--- src/rtl/sys_arr_pkg.sv ---
// Shared systolic-array constants and types used by the GSAU writeback path.
package sys_arr_pkg;

  localparam int GSAU_PSUM_W    = 512;
  localparam int GSAU_RF_BEAT_W = 128;
  localparam int GSAU_WB_DEPTH  = 4;
  localparam int GSAU_DST_W     = 8;

  typedef struct packed {
    logic [GSAU_PSUM_W-1:0] psum;
    logic [GSAU_DST_W-1:0]  vdst;
  } wb_entry_t;

  typedef enum logic [0:0] {
    WB_IDLE  = 1'b0,
    WB_WRITE = 1'b1
  } wb_state_t;

endpackage

--- src/rtl/gsau_wb_buffer_fifo.sv ---
// Circular FIFO of writeback entries; head is the oldest entry, storage carries no reset.
module wb_entry_fifo
  import sys_arr_pkg::*;
#(
  parameter int  DEPTH   = GSAU_WB_DEPTH,
  parameter type ENTRY_T = wb_entry_t,
  localparam int PTR_W   = $clog2(DEPTH),
  localparam int CNT_W   = PTR_W + 1
) (
  input  logic             clk_i,
  input  logic             rst_ni,
  input  logic             push_i,
  input  ENTRY_T           data_i,
  input  logic             pop_i,
  output ENTRY_T           head_o,
  output logic [CNT_W-1:0] count_o,
  output logic             full_o,
  output logic             empty_o
);

  ENTRY_T           mem [DEPTH];
  logic [PTR_W-1:0] rd_ptr_q, rd_ptr_d;
  logic [PTR_W-1:0] wr_ptr_q, wr_ptr_d;
  logic [CNT_W-1:0] count_q, count_d;
  logic             do_push, do_pop;

  assign full_o  = (count_q == CNT_W'(DEPTH));
  assign empty_o = (count_q == '0);
  assign do_push = push_i && !full_o;
  assign do_pop  = pop_i && !empty_o;
  assign head_o  = mem[rd_ptr_q];
  assign count_o = count_q;

  always_ff @(posedge clk_i) begin
    if (do_push) mem[wr_ptr_q] <= data_i;
  end

  // Pointers wrap naturally because DEPTH is a power of two.
  always_comb begin
    wr_ptr_d = do_push ? wr_ptr_q + PTR_W'(1) : wr_ptr_q;
    rd_ptr_d = do_pop  ? rd_ptr_q + PTR_W'(1) : rd_ptr_q;
    count_d  = count_q;
    case ({do_push, do_pop})
      2'b10:   count_d = count_q + CNT_W'(1);
      2'b01:   count_d = count_q - CNT_W'(1);
      default: count_d = count_q;
    endcase
  end

  always_ff @(posedge clk_i) begin
    if (!rst_ni) begin
      rd_ptr_q <= '0;
      wr_ptr_q <= '0;
      count_q  <= '0;
    end else begin
      rd_ptr_q <= rd_ptr_d;
      wr_ptr_q <= wr_ptr_d;
      count_q  <= count_d;
    end
  end

endmodule

--- src/rtl/gsau_wb_buffer.sv ---
// GSAU writeback buffer: queues psum rows and drains them beat-wise to the VRF write port.
// Optional GSAU_WB_STALL_CNT_EN adds a saturating stall counter output.
//   state    | meaning
//   WB_IDLE  | no request; leave when an entry is buffered
//   WB_WRITE | requesting head entry beat; pop after the last beat commits
module gsau_wb_buffer
  import sys_arr_pkg::*;
#(
  parameter int  DEPTH  = GSAU_WB_DEPTH,
  parameter int  DATA_W = GSAU_PSUM_W,
  parameter int  BEAT_W = GSAU_RF_BEAT_W,
  parameter int  DST_W  = GSAU_DST_W,
  localparam int BEATS  = DATA_W / BEAT_W,
  localparam int BI_W   = $clog2(BEATS),
  localparam int CNT_W  = $clog2(DEPTH) + 1
) (
  input  logic              CLK,
  input  logic              nRST,
  input  logic              wb_valid,
  input  logic [DATA_W-1:0] wb_psum,
  input  logic [DST_W-1:0]  wb_wbdst,
  output logic              wb_output_ready,
  output logic              rf_wr_req,
  input  logic              rf_wr_gnt,
  output logic [DST_W-1:0]  rf_wr_vdst,
  output logic [BI_W-1:0]   rf_wr_beat,
  output logic [BEAT_W-1:0] rf_wr_data,
  output logic              sb_done_valid,
  output logic [DST_W-1:0]  sb_done_vdst,
`ifdef GSAU_WB_STALL_CNT_EN
  output logic [31:0]       wb_stall_cycles,
`endif
  output logic [CNT_W-1:0]  buf_count,
  output logic              buf_empty
);

  typedef struct packed {
    logic [DATA_W-1:0] psum;
    logic [DST_W-1:0]  vdst;
  } entry_t;

  entry_t           wr_entry, head;
  logic             full, empty, push, pop, last_beat;
  logic [CNT_W-1:0] count;
  wb_state_t        state_q, state_d;
  logic [BI_W-1:0]  beat_q, beat_d;
  logic             done_valid_q;
  logic [DST_W-1:0] done_vdst_q;

  // No bypass: readiness comes from the registered count only.
  assign wb_output_ready = !full;
  assign push            = wb_valid && !full;
  assign last_beat       = (beat_q == BI_W'(BEATS - 1));
  assign pop             = (state_q == WB_WRITE) && rf_wr_gnt && last_beat;
  assign wr_entry        = '{psum: wb_psum, vdst: wb_wbdst};

  wb_entry_fifo #(
    .DEPTH   (DEPTH),
    .ENTRY_T (entry_t)
  ) u_fifo (
    .clk_i   (CLK),
    .rst_ni  (nRST),
    .push_i  (push),
    .data_i  (wr_entry),
    .pop_i   (pop),
    .head_o  (head),
    .count_o (count),
    .full_o  (full),
    .empty_o (empty)
  );

  always_comb begin
    state_d    = state_q;
    beat_d     = beat_q;
    rf_wr_req  = 1'b0;
    rf_wr_vdst = '0;
    rf_wr_beat = '0;
    rf_wr_data = '0;
    case (state_q)
      WB_IDLE: begin
        if (count != '0) begin
          state_d = WB_WRITE;
          beat_d  = '0;
        end
      end
      WB_WRITE: begin
        rf_wr_req  = 1'b1;
        rf_wr_vdst = head.vdst;
        rf_wr_beat = beat_q;
        rf_wr_data = head.psum[int'(beat_q)*BEAT_W +: BEAT_W];
        if (rf_wr_gnt) begin
          if (!last_beat) begin
            beat_d = beat_q + BI_W'(1);
          end else begin
            beat_d  = '0;
            state_d = (count > CNT_W'(1)) ? WB_WRITE : WB_IDLE;
          end
        end
      end
      default: state_d = WB_IDLE;
    endcase
  end

  always_ff @(posedge CLK) begin
    if (!nRST) begin
      state_q      <= WB_IDLE;
      beat_q       <= '0;
      done_valid_q <= 1'b0;
      done_vdst_q  <= '0;
    end else begin
      state_q      <= state_d;
      beat_q       <= beat_d;
      done_valid_q <= pop;
      if (pop) done_vdst_q <= head.vdst;
    end
  end

  assign sb_done_valid = done_valid_q;
  assign sb_done_vdst  = done_vdst_q;
  assign buf_count     = count;
  assign buf_empty     = empty;

`ifdef GSAU_WB_STALL_CNT_EN
  logic [31:0] stall_q, stall_d;
  logic [1:0]  stall_inc;

  always_comb begin
    stall_inc = 2'(rf_wr_req && !rf_wr_gnt) + 2'(wb_valid && !wb_output_ready);
    if (stall_q > 32'hFFFF_FFFF - 32'(stall_inc)) stall_d = 32'hFFFF_FFFF;
    else                                          stall_d = stall_q + 32'(stall_inc);
  end

  always_ff @(posedge CLK) begin
    if (!nRST) stall_q <= '0;
    else       stall_q <= stall_d;
  end

  assign wb_stall_cycles = stall_q;
`endif

endmodule

--- config.mk ---
export PLATFORM = sky130hd
export DESIGN_NAME = gsau_wb_buffer
export DESIGN_NICKNAME = d
export VERILOG_FILES = /design/src/rtl/sys_arr_pkg.sv /design/src/rtl/gsau_wb_buffer_fifo.sv /design/src/rtl/gsau_wb_buffer.sv
export SDC_FILE = /design/constraint.sdc
export NUM_CORES = 2
export LEC_CHECK = 0
export ABC_AREA = 0
export ABC_CLOCK_PERIOD_IN_PS = 46400
export CORE_ASPECT_RATIO = 0.6
export CORE_MARGIN = 2
export CORE_UTILIZATION = 50
export DETAILED_ROUTE_END_ITERATION = 8
export PLACE_DENSITY = 0.75
export SETUP_SLACK_MARGIN = 0.02
export SYNTH_ARGS = -nofsm -noshare
export SYNTH_HDL_FRONTEND = slang
export SYNTH_SLANG_ARGS = --single-unit
--- constraint.sdc ---
create_clock -name CLK -period 46.4 [get_ports CLK]
set_input_delay 9.28 -clock CLK [delete_from_list [all_inputs] [get_ports CLK]]
set_output_delay 9.28 -clock CLK [all_outputs]
set_load 0.05 [all_outputs]
-- Word level (Yosys, flattened, before mapping)
Memories as Yosys holds them, arrays and structs flattened. A register that Yosys moved wholly into a read port is not among the register bits.
Cells that the tools add are included.
- bits in registers: 19
- RAM bits: 2080
- word-level logic and storage cells: 51
- memories: 1
- add/sub/neg operators: 5
- order comparisons: 1
- equality and inequality tests: 6
- shift-type cells: 1
- mux-type cells: 18
- bitwise logic cells: 1
- reductions and logical operators: 11
- memory list (name ; depth ; bits a word ; read ports ; clocked after Yosys merged registers in ; write ports ; line ; text):
    u_fifo.mem ; 4 ; 520 ; 1 ; 1 ; 1 ; gsau_wb_buffer_fifo.sv:21 ; ENTRY_T mem [DEPTH];
- operators by type and width (cell ; count):
    512-bit by 10-bit indexed part select with 128-bit output ; 1
    128-bit 2-to-1 mux ; 1
    2-bit 2-to-1 mux ; 6
    8-bit 2-to-1 mux ; 1
    1-bit 2-to-1 mux ; 7
    2-bit by 1-bit adder with 2-bit output, second input constant ; 3
    3-bit one-hot mux with 2 select lines ; 1
    1-bit logical AND ; 5
    2-bit equality test, second input constant ; 2
    2-bit inequality test, second input constant ; 2
    2-bit one-hot mux with 2 select lines ; 1
    3-bit by 1-bit adder with 3-bit output, second input constant ; 1
    3-bit equality test, second input constant ; 1
    3-bit by 1-bit > comparator with 1-bit output, second input constant ; 1
    3-bit zero test ; 1
    3-bit nonzero test ; 1
    3-bit by 1-bit subtractor with 3-bit output, second input constant ; 1
    2-bit by 1-bit equality test with 1-bit output, second input constant ; 1
    1-bit zero test ; 2
    1-bit one-hot mux with 2 select lines ; 1
    2-bit AND reduction ; 1
    2-bit nonzero test ; 1
    1-bit NOT ; 1

-- Logic depth before layout (Yosys ltp)
- depth after elaboration: 6
- gate-level depth with buffers: 9

-- Cells and area by module
From an unflattened synthesis, not the netlist that was laid out.
- cell total of the unflattened synthesis: 3135
- area total of the unflattened synthesis: 80548.5 um^2
- by module, submodules not included (module ; instances ; cells each ; area an instance (um^2) ; seq. area each (um^2)):
    wb_entry_fifo ; 1 ; 2770 ; 76063.0 ; 62640.1
    gsau_wb_buffer ; 1 ; 365 ; 4485.6 ; 240.2

-- Least setup slack after synthesis
OpenSTA, ideal clock, no wires.
- path kind: input -> register
- start: in wb_valid
- end: mem u_fifo.mem[0][0] in the netlist's numbering, enable pin
- setup time: 953 ps
- data arrival time: 21420 ps
- path slack: 24028 ps
- stages on the path: 2
- path through: a21boi_1 > and2_1
- longest elaborated chain between the ends: 4
- ends and longest elaborated chain (element ; line ; text):
    start, declared ; gsau_wb_buffer.sv:19 ; input logic wb_valid,
    1-bit logical AND ; gsau_wb_buffer.sv:52 ; assign push = wb_valid && !full;
    1-bit logical AND ; gsau_wb_buffer_fifo.sv:29 ; assign do_push = push_i && !full_o;
    1-bit 2-to-1 mux ; gsau_wb_buffer_fifo.sv:35 ; if (do_push) mem[wr_ptr_q] <= data_i;
    1-bit 2-to-1 mux (implied by the code) ; gsau_wb_buffer_fifo.sv:35 ;
    end, declared ; gsau_wb_buffer_fifo.sv:21 ;
No other way between the ends.

==> results by stage <==
Worst setup path:
- Data on the critical path is required at its endpoint by 37.12 ns.
- The delay of the slowest critical-path stage is 0.96 ns.
- The critical path goes through buf_12 > buf_12 > buf_4 > mux2i_1 > a22oi_1 > nand3_1 > o21ai_1 > clkdlybuf4s50_1.
- The origin of the critical flop-to-flop path is u_fifo.count_o[0].
- The critical path capture point type is an output port.
- The most frequent cell on the critical path is sky130_fd_sc_hd__buf_12.
- The maximum fanout encountered on the critical timing path is 120.
- Counting both buffers and inverters, the worst setup path holds a total of 4.
- The critical setup path kind is reg2out.
- The critical path data arrival time is 6.17 ns.
- The length in cells of the worst reg-to-reg path is 8.
- The slowest cell on the critical path is sky130_fd_sc_hd__buf_4.
- The number of logic stages on the critical path including buffering is 8.
- STA classifies the critical path startpoint as a flop.
- Broken down by cell family, the worst path's largest delay share belongs to buffers and inverters.

Pwr:
- Total power for the finished layout comes to 0.00404 W.
- In this run the power density over the cells is 42.2 nW/um2.
- The power dissipated by switching net loads is 0.000913 W.
- The proportion of power drawn by the clock network is 38.1%.
- The design internal power is 0.00313 W.
- The portion of total power attributed to sequential cells is 54.5%.
- The net switching share of the total power is 22.6%.
- The relative contribution of combinational cells to total power is 7.4%.
- The static leakage is 28.9 nW.
- VDD sags by at most 0.0000353 V.

Final layout:
- The most common library cell in the layout ignoring fill and taps is sky130_fd_sc_hd__edfxtp_1.
- The number of nets in the layout is 5548.
- Relative to the synthesized area, the layout overhead comes to 18.4%.
- The area taken by flip-flops and latches is 62900 um2.
- The filler cell count is 11500.
- The library cells used most frequently in the layout, excluding fill and tap cells, are sky130_fd_sc_hd__edfxtp_1, sky130_fd_sc_hd__mux2i_1, sky130_fd_sc_hd__clkdlybuf4s50_1.
- The share of cells above drive strength 1 is 7.36%.
- Summing all multi-input logic gate instances after layout gives 16600 um2.

Clock tree:
- TritonCTS created 186 clock buffers.
- The number of gates resized after CTS was 0.
- The clock root buffer is sky130_fd_sc_hd__clkbuf_16.
- The number of sinks driven by the clock tree is 2101.
- The buffers inserted during post-CTS setup optimization is 0.
- The insertion delay of the later-clocked pin in the worst-skew pair is 0.83 ns.
- The H-tree was split into 4 levels.
- TritonCTS built the clock tree.
- The number of buffers inserted for hold repair after clock tree synthesis is 0.
- The clock tree buffer depth is 3.
- The clock transition time at the flip-flop clock pins of the worst setup and hold paths is 0.07 ns.

Floorplanning:
- The floorplan step defined a die boundary enclosing 165000 um2.
- The number of I/O pins is 677.
- The region available for standard cell placement spans 161000 um2.
- Measured along the y axis, the die boundary spans 316 um.
- The horizontal die dimension is 523 um.
- After floorplanning, the core was divided into 114 placement rows.
- For this configuration, the core starts out at a cell density of 50.3%.

Placed design:
- The port buffer count is 676.
- The congestion estimate from routability-driven global placement came to 0.889.
- After legalization and detailed placement, the total HPWL measured 140000 um.

Global routing:
- The via count of the first global-routing pass is 42000.
- The first global-routing pass estimated 305000 um of wire.
- The initial antenna violation count is 91.
- For this run the aggregate overflow at the end of global routing stands at 0.
- Entering global routing, the biggest net connects 133 pins.
- In the global route stage, overall resource usage came out at 25.9%.

Routing:
- The detail route stage leaves a number of antenna-violating nets equal to 0.
- The remaining routing DRC violations is 0.
- The first routing iteration left 5137 violations.
- The wire length per cell after detailed routing is 29.7 um.
- For this block, the via count after detailed routing is 44100.
- The via-per-instance ratio is 5.98.
- The final wirelength is 219000 um.
- The number of iterations in the first detailed-routing pass is 5.

STA:
- The number of setup violations in the final report is 0.
- The count of pins over their slew limit is 0.
- In the finished design, the share of the clock period the worst path needs comes to 33.3%.
- Derived from the worst setup path, the maximum achievable clock frequency is 64.7 MHz.
- The worst path in the final design needs a cycle of 15.45 ns, including I/O delays and setup.
- The number of endpoints with negative hold slack in the final report is 0.
- The worst-case clock skew is 0.0695 ns.
- The final setup TNS is 0 ns.
- For the pin with the worst max-slew slack, the measured transition is 1.38 ns.
- The worst slew margin relative to its limit is 8.33%.
- Setup repair after global routing left no endpoint under its margin.

Hold path:
- The start point of the worst hold path is sb_done_vdst[3].
- The class of the tightest hold or removal check is reg2reg.
- The cell depth of the worst min-delay path is 2.

Synthesis:
- The top cell type by total area after synthesis is sky130_fd_sc_hd__edfxtp_1.
- Counting flops with a built-in enable in the synthesized netlist gives 2080.
- Of the synthesized area, sequential elements account for 77.7%.
- In the post-synthesis netlist, the biggest area contributors are sky130_fd_sc_hd__edfxtp_1, sky130_fd_sc_hd__mux2i_1, sky130_fd_sc_hd__a22oi_1, sky130_fd_sc_hd__mux4_2, sky130_fd_sc_hd__nand2_1.
- The share of synthesized registers carrying an async set or reset is 0%.
- The total of warnings raised by yosys is 0.
- The most used flip-flop cell after synthesis is sky130_fd_sc_hd__edfxtp_1.
- The cell count after synthesis came out at 4339.
- The mean area per synthesized cell is 18.7 um2.
- Counting every net in the synthesized netlist gives 4872.
- The synthesized flop and latch total is 2101.
- Synthesis instantiated 33 different standard cells from the library.
- The share of synthesized area in the top cell type comes to 77.2%.
- The summed instance area of the synthesized netlist is 80900 um2.

Outcome:
- The run finished with clean final reports.

Flow run:
- The tool flagged a number of max-cap violations equal to 0.
## metrics by stage
step / setup slack (ns) / hold slack (ns) / cells / utilization (%) / area, um2
after floorplan: 24.03 / 0.515 / 4339 / - / 80900
after global placement: 31.70 / 0.458 / 6973 / 55.7 / 89600
after detailed placement: 31.62 / 0.470 / 6973 / 55.7 / 89600
after CTS: 30.98 / 0.482 / 7306 / 59.4 / 95600
after global routing: 30.71 / 0.500 / 7330 / 59.5 / 95700
final: 30.95 / 0.476 / 7373 / 59.5 / 95800
## layer usage
layer / part of all wire (%) / GRT usage [%]
met1: 42 / 38.0
met2: 43 / 35.6
met4: 2.2 / 6.77
met5: 0.40 / 1.55
met3: 13 / 10.5
## cells in the mapped netlist (2+ instances only)
master,instances
sky130_fd_sc_hd__buf_6,42
sky130_fd_sc_hd__edfxtp_1,2080
sky130_fd_sc_hd__a221oi_1,23
sky130_fd_sc_hd__nand2_1,157
sky130_fd_sc_hd__nor2b_1,6
sky130_fd_sc_hd__mux2i_1,980
sky130_fd_sc_hd__nand3_1,97
sky130_fd_sc_hd__o22ai_1,10
sky130_fd_sc_hd__a21oi_1,2
sky130_fd_sc_hd__o21ai_0,52
sky130_fd_sc_hd__buf_4,14
sky130_fd_sc_hd__nor2_1,4
sky130_fd_sc_hd__o21ai_1,91
sky130_fd_sc_hd__dfxtp_1,21
sky130_fd_sc_hd__buf_8,3
sky130_fd_sc_hd__mux4_2,31
sky130_fd_sc_hd__ha_1,9
sky130_fd_sc_hd__a32oi_1,2
sky130_fd_sc_hd__a21boi_0,9
sky130_fd_sc_hd__buf_2,93
sky130_fd_sc_hd__xnor2_1,4
sky130_fd_sc_hd__inv_1,7
sky130_fd_sc_hd__and2_1,21
sky130_fd_sc_hd__buf_1,24
sky130_fd_sc_hd__nand2b_1,2
sky130_fd_sc_hd__a22oi_1,466
sky130_fd_sc_hd__clkbuf_1,83
## state kept, by name, indices dropped and copies added (netlist names), named ones only
name / count
beat_q: 2
sb_done_valid: 1
sb_done_vdst: 8
state_q: 1
u_fifo.count_o: 3
u_fifo.mem: 2080
u_fifo.rd_ptr_q: 2
u_fifo.wr_ptr_q: 2
## final timing paths
path | end | slack, ns
worst max register to register | u_fifo.mem[2][177] | 40.59
worst max-delay path | rf_wr_data[49] | 30.95
worst min register to register | sb_done_vdst[3] | 0.48
worst min-delay path | sb_done_vdst[3] | 0.48
## tightest hold or removal path, cell delays in order, from the launching register on
cell and delay (ns):
sky130_fd_sc_hd__dfxtp_1 0.31, sky130_fd_sc_hd__nand2_1 0.05, sky130_fd_sc_hd__a21boi_0 0.07
## cell type report
cell class	instances	area share [%]
Multi-Input combinational cell	1971	17.3
Antenna cell	67	0.175
Clock inverter	108	1.24
Sequential cell	2101	65.6
Tap cell	2146	2.80
Timing Repair Buffer	747	7.74
Clock buffer	225	5.06
Inverter	8	0.0340
## power by group through the flow
| stage | logic, W | registers [W] | clock network [W] |
|---|---|---|---|
| finish | 0.000301 | 0.00220 | 0.00154 |
| global route | 0.000318 | 0.00221 | 0.00164 |
| CTS | 0.000301 | 0.00220 | 0.00156 |
| detailed placement | 0.000299 | 0.00224 | 0 |
| global placement | 0.000295 | 0.00224 | 0 |
| floorplan | 0.000145 | 0.00229 | 0 |
## cells by family after synthesis
| family | synth area share [%] |
|---|---|
| muxes | 13.0 |
| adders and majority gates | 0.139 |
| and+or+nand+nor | 1.59 |
| DFF | 77.7 |
| AOI/OAI and AO/OA | 5.67 |
| buffers and inverters | 1.88 |
| xor gates and xnor gates | 0.0541 |
(Power assumes the default switching activity.)
